$ cat config.mk
export PLATFORM = sky130hd
export DESIGN_NAME = divide
export DESIGN_NICKNAME = d
export VERILOG_FILES = /design/src/rtl/divide.sv
export SDC_FILE = /design/constraint.sdc
export NUM_CORES = 1
export LEC_CHECK = 0
export CAP_MARGIN = 20
export CORE_MARGIN = 1
export CORE_UTILIZATION = 52
export DETAILED_ROUTE_END_ITERATION = 6
export PLACE_DENSITY = 0.86
export SYNTH_ARGS = -nofsm -noshare
export SYNTH_HDL_FRONTEND = slang
export SYNTH_SLANG_ARGS = --single-unit
$ cat constraint.sdc
create_clock -name clock -period 3.4 [get_ports clock]
set_input_delay 0.68 -clock clock [delete_from_list [all_inputs] [get_ports clock]]
set_output_delay 0.68 -clock clock [all_outputs]
set_load 0.01 [all_outputs]
$ cat src/rtl/divide.sv
// Iterative signed divider: one restoring quotient bit per clock, with exceptions for divide-by-zero and overflow.
// Defining DIV_REMAINDER_EN adds the registered data_remainder output.
module divide #(
    parameter int WIDTH = 32
) (
    input  logic             clock,
    input  logic             reset,
    input  logic             ctrl_DIV,
    input  logic [WIDTH-1:0] data_operandA,
    input  logic [WIDTH-1:0] data_operandB,
    output logic [WIDTH-1:0] data_result,
    output logic             data_resultRDY,
`ifdef DIV_REMAINDER_EN
    output logic [WIDTH-1:0] data_remainder,
`endif
    output logic             data_exception
);

    localparam int CW = $clog2(WIDTH + 1);

    typedef enum logic [1:0] {
        IDLE = 2'd0,
        RUN  = 2'd1,
        DONE = 2'd2
    } state_t;

    state_t             state_r, state_s;
    logic [CW-1:0]      cnt_r;
    logic [WIDTH:0]     rem_r;
    logic [WIDTH-1:0]   quot_r;
    logic [WIDTH-1:0]   div_r;
    logic               sign_q_r;
    logic               exc_pend_r;
    logic               div0_r;
`ifdef DIV_REMAINDER_EN
    logic               sign_r_r;
    logic [WIDTH-1:0]   rem_fix_s;
`endif

    logic [WIDTH-1:0]   abs_a_s, abs_b_s, quot_fix_s;
    logic               is_div0_s, is_ovf_s;
    logic [WIDTH+1:0]   shifted_s, trial_s;

    // Operand magnitudes, exception detection and one restoring step
    always_comb begin
        abs_a_s    = data_operandA[WIDTH-1] ? (~data_operandA + {{(WIDTH-1){1'b0}}, 1'b1}) : data_operandA;
        abs_b_s    = data_operandB[WIDTH-1] ? (~data_operandB + {{(WIDTH-1){1'b0}}, 1'b1}) : data_operandB;
        is_div0_s  = (data_operandB == {WIDTH{1'b0}});
        is_ovf_s   = (data_operandA == {1'b1, {(WIDTH-1){1'b0}}}) && (data_operandB == {WIDTH{1'b1}});
        // Two extra bits keep the borrow of the trial subtraction visible in the MSB
        shifted_s  = {rem_r, quot_r[WIDTH-1]};
        trial_s    = shifted_s - {2'b00, div_r};
        quot_fix_s = sign_q_r ? (~quot_r + {{(WIDTH-1){1'b0}}, 1'b1}) : quot_r;
`ifdef DIV_REMAINDER_EN
        rem_fix_s  = sign_r_r ? (~rem_r[WIDTH-1:0] + {{(WIDTH-1){1'b0}}, 1'b1}) : rem_r[WIDTH-1:0];
`endif
    end

    // Next-state logic; a start edge overrides whatever is in flight
    always_comb begin
        state_s = state_r;
        if (ctrl_DIV) begin
            if (is_div0_s || is_ovf_s) begin
                state_s = DONE;
            end else begin
                state_s = RUN;
            end
        end else begin
            case (state_r)
                IDLE:    state_s = IDLE;
                RUN:     state_s = (cnt_r == CW'(1)) ? DONE : RUN;
                DONE:    state_s = IDLE;
                default: state_s = IDLE;
            endcase
        end
    end

    // State register
    always_ff @(posedge clock) begin
        if (reset) begin
            state_r <= IDLE;
        end else begin
            state_r <= state_s;
        end
    end

    // Datapath and registered outputs
    always_ff @(posedge clock) begin
        if (reset) begin
            cnt_r          <= {CW{1'b0}};
            rem_r          <= {(WIDTH+1){1'b0}};
            quot_r         <= {WIDTH{1'b0}};
            div_r          <= {WIDTH{1'b0}};
            sign_q_r       <= 1'b0;
            exc_pend_r     <= 1'b0;
            div0_r         <= 1'b0;
            data_result    <= {WIDTH{1'b0}};
            data_resultRDY <= 1'b0;
            data_exception <= 1'b0;
`ifdef DIV_REMAINDER_EN
            sign_r_r       <= 1'b0;
            data_remainder <= {WIDTH{1'b0}};
`endif
        end else begin
            data_resultRDY <= 1'b0;
            if (ctrl_DIV) begin
                cnt_r          <= CW'(WIDTH);
                rem_r          <= {(WIDTH+1){1'b0}};
                div_r          <= abs_b_s;
                sign_q_r       <= data_operandA[WIDTH-1] ^ data_operandB[WIDTH-1];
                exc_pend_r     <= is_div0_s || is_ovf_s;
                div0_r         <= is_div0_s;
                data_exception <= 1'b0;
                // Exceptional cases keep the raw dividend: it is the overflow quotient and the div-by-zero remainder
                quot_r         <= (is_div0_s || is_ovf_s) ? data_operandA : abs_a_s;
`ifdef DIV_REMAINDER_EN
                sign_r_r       <= data_operandA[WIDTH-1];
`endif
            end else begin
                case (state_r)
                    RUN: begin
                        cnt_r  <= cnt_r - CW'(1);
                        rem_r  <= trial_s[WIDTH+1] ? shifted_s[WIDTH:0] : trial_s[WIDTH:0];
                        quot_r <= {quot_r[WIDTH-2:0], ~trial_s[WIDTH+1]};
                    end
                    DONE: begin
                        data_resultRDY <= 1'b1;
                        if (exc_pend_r) begin
                            data_exception <= 1'b1;
                            data_result    <= div0_r ? {WIDTH{1'b0}} : quot_r;
`ifdef DIV_REMAINDER_EN
                            data_remainder <= div0_r ? quot_r : {WIDTH{1'b0}};
`endif
                        end else begin
                            data_result    <= quot_fix_s;
`ifdef DIV_REMAINDER_EN
                            data_remainder <= rem_fix_s;
`endif
                        end
                    end
                    default: begin
                        cnt_r <= cnt_r;
                    end
                endcase
            end
        end
    end

endmodule

==> flow_metrics.py <==
metrics = {
    "sta": {
        "fmax_ghz": 0.299,
        "hold_viol": 0,
        "tightest_slew_ns": 1.10,
        "worst_slack_ns": 0.0539,
        "clock_skew_ns": 0.0149,
        "period_minus_slack_ns": 3.35,
        "slew_headroom": 0.268,
        "finalCritPeriodShare": 0.984,
        "setup_viol_count_final": 0,
        "drv_slew": 0,
        "holdWs_ns": 0.476,
    },
    "die": {
        "core_area_mm2": 0.0172,
        "die_w_um": 135,
        "ioPinCount": 101,
        "num_rows": 48,
        "start_util": 0.530,
        "die-area_mm2": 0.0181,
        "die_height_um": 135,
    },
    "clock_tree": {
        "clock-sinks": 142,
        "htree_levels": 4,
        "clk_pin_slew_worst_paths_ns": 0.07,
        "root_buffer": "clkbuf_16",
        "cts_tree": "done",
        "clockBufferDepth": 2,
        "cts_buffers": 17,
        "clkLatencyLatePin_ns": 0.43,
        "postCtsHoldBufs": 0,
    },
    "detailed_routing": {
        "wl_per_cell_um": 18.4,
        "num_vias": 9720,
        "viasPerCell": 6.35,
        "drc": 0,
        "drt-pass1-iter-count": 6,
        "ant_nets": 0,
        "drt_iter0_drc": 1198,
        "wirelength_um": 28200,
    },
    "cells_and_area": {
        "area_growth_syn_to_layout_pct": 27.0,
        "layout_commonest_cell": "dfxtp_1",
        "drive_above_1_share": 0.136,
        "final_cell_mix": "dfxtp_1 (142), nor2_1 (106), buf_4 (95)",
        "layout.nets": 1399,
        "num_antenna_cells": 0,
    },
    "synthesis": {
        "synth.distinct_cells": 59,
        "synthArstFlopShare": 0,
        "synthMuxAreaShare": 0.0797,
        "syn_nets": 1243,
        "synth_top_family_by_area": "compound AO/OA/AOI/OAI gates",
        "synth-edff-count": 0,
        "seq_area_frac_synth": 0.311,
        "synth-simple-area-share": 0.174,
        "synth_compound_area_frac": 0.242,
        "synth_xor_area_frac": 0.0882,
        "synth-main-ff-cell": "dfxtp_1",
        "synth_area_per_cell_um2": 8.04,
        "synth_fa_ha_area_frac": 0.0542,
        "ys_warn_count": 0,
        "synthCells": 1137,
        "netlist_area_mm2": 0.00914,
        "ys_ff_latch": 142,
    },
    "place": {
        "port_buffers": 100,
        "place_congestion": 0.962,
        "hpwlAfterDp_um": 18800,
        "place_ws_ns": -0.513,
    },
    "global_routing": {
        "grt_pass1_wl_um": 44200,
        "grt_use_total": 0.303,
        "grt_overflow": 0,
        "grt_max_degree": 65,
        "antenna_found_initial": 0,
        "first_global_vias": 9014,
    },
    "worst_setup_path": {
        "cp_top_family": "simple AND/OR/NAND/NOR gates",
        "crit_chain": "clkdlybuf4s50_1, inv_1, ha_1, nand2b_1, or4_4, or3_4, or3_4, o21bai_4, buf_12, nor2_2, o21ai_1, xor2_1, o22ai_1",
        "critPathMaxFanout": 6,
        "crit_type": "input port to flop",
        "crit_required_ns": 3.70,
        "critPathSlowestCell": "or3_4",
        "slowest_delay_ns": 0.45,
        "cp-end-kind": "flop",
        "critical_path.most_common_cell": "or3_4",
        "cp_num_buf_inv": 3,
        "critPathLaunchType": "input port",
        "crit_arrival_ns": 3.64,
    },
    "run": {
        "maxCapViolCount": 0,
    },
    "hold_path": {
        "worstHoldPathType": "input port to flop",
    },
    "pwr": {
        "power_density_mw_per_mm2": 422,
        "leakage_nw": 4.52,
        "vdd_ir_drop_max_uv": 437,
    },
    "outcome": {
        "outcome": "finished clean",
    },
}
## worst paths after layout
path | from | to | slack, ns | depth (start not counted)
setup / recovery | data_operandA[0] | quot_r[18] | 0.05 | 13
hold / removal | reset | cnt_r[5] | 0.48 | 2
setup reg to reg | div_r[12] | rem_r[1] | 0.14 | 12
hold reg to reg | data_result[0] | data_result[0] | 0.48 | 2
## per-layer routing
| layer | vias up | part of all wire | GRT usage | wire length (um) |
|---|---|---|---|---|
| li1 | 4496 | - | - | - |
| met1 | 4468 | 0.41 | 0.392 | 11500 |
| met4 | 0 | 0.041 | 0.125 | 1150 |
| met2 | 620 | 0.46 | 0.495 | 13000 |
| met3 | 136 | 0.090 | 0.0593 | 2550 |
| met5 | - | 0 | 0 | 0 |
## what timing repair did
action,in CTS,in global routing
gates cloned,2,1
pin swaps,10,10
resized for setup,9,14
setup endpoints to repair,24,34
buffers inserted,3,1
## cells in the mapped netlist (all sizes together), types with 3 or more instances
master | instances | area, um^2
or3 | 13 | 91.3
buf | 6 | 40.0
o41ai | 16 | 140
clkbuf | 58 | 218
nand2 | 74 | 278
ha | 38 | 475
mux2i | 57 | 571
nor3 | 23 | 115
or2 | 6 | 37.5
xor2 | 63 | 552
a211oi | 48 | 360
o22ai | 37 | 231
or4 | 16 | 128
o31ai | 15 | 113
nor2b | 7 | 43.8
nand2b | 10 | 62.6
and3 | 7 | 43.8
o21a | 9 | 67.6
and2 | 3 | 18.8
dfxtp | 142 | 2840
nor3b | 3 | 22.5
nor2 | 109 | 412
a21o | 8 | 60.1
o21ai | 87 | 435
a31oi | 8 | 50.1
a311oi | 10 | 87.6
xnor2 | 29 | 254
nand4 | 13 | 81.3
o311ai | 5 | 43.8
o21bai | 4 | 41.3
inv | 56 | 210
nand3 | 25 | 125
o211ai | 17 | 128
a21oi | 69 | 345
mux2 | 14 | 158
nor4 | 17 | 113
## sequential cells by signal, summed over array words and instances, names as in the netlist
| signal | count |
|---|---|
| data_exception | 1 |
| div0_r | 1 |
| state_r | 2 |
| quot_r | 32 |
| exc_pend_r | 1 |
| data_result | 32 |
| div_r | 32 |
| rem_r | 33 |
| sign_q_r | 1 |
| data_resultRDY | 1 |
| cnt_r | 6 |
## per-stage QoR
step	area (um^2)	utilization	total power, W	cells	setup TNS [ns]
floorplan	9140	-	0.00269	1137	0
global placement	10900	0.632	0.00305	1492	-12.80
detailed placement	10900	0.632	0.00309	1492	-14.60
CTS	11500	0.669	0.00485	1529	0
global route	11600	0.674	0.00510	1531	-0.0430
finish	11600	0.674	0.00490	1531	0
## power breakdown
group / total [W] / internal [W] / switching (W)
clock network: 0.00176 / 0.000954 / 0.000810
logic: 0.00130 / 0.000575 / 0.000725
registers: 0.00184 / 0.00175 / 0.0000915
total: 0.00490 / 0.00327 / 0.00163
## layout make-up
type | instances | area [um^2]
clock buffer | 17 | 425
fill | 1235 | 5630
tap | 225 | 282
multi-input combinational | 878 | 5960
timing repair buffer | 198 | 1770
sequential | 142 | 2840
clock inverter | 15 | 128
inverter | 56 | 210
## cell families after synthesis
logic type      Yosys count
flops                   142
compound gates          345
xor+xnor                 92
fa+ha+maj                39
mux                      71
buf+inv                 120
simple gates            328
Power figures use the tool's default switching activity.
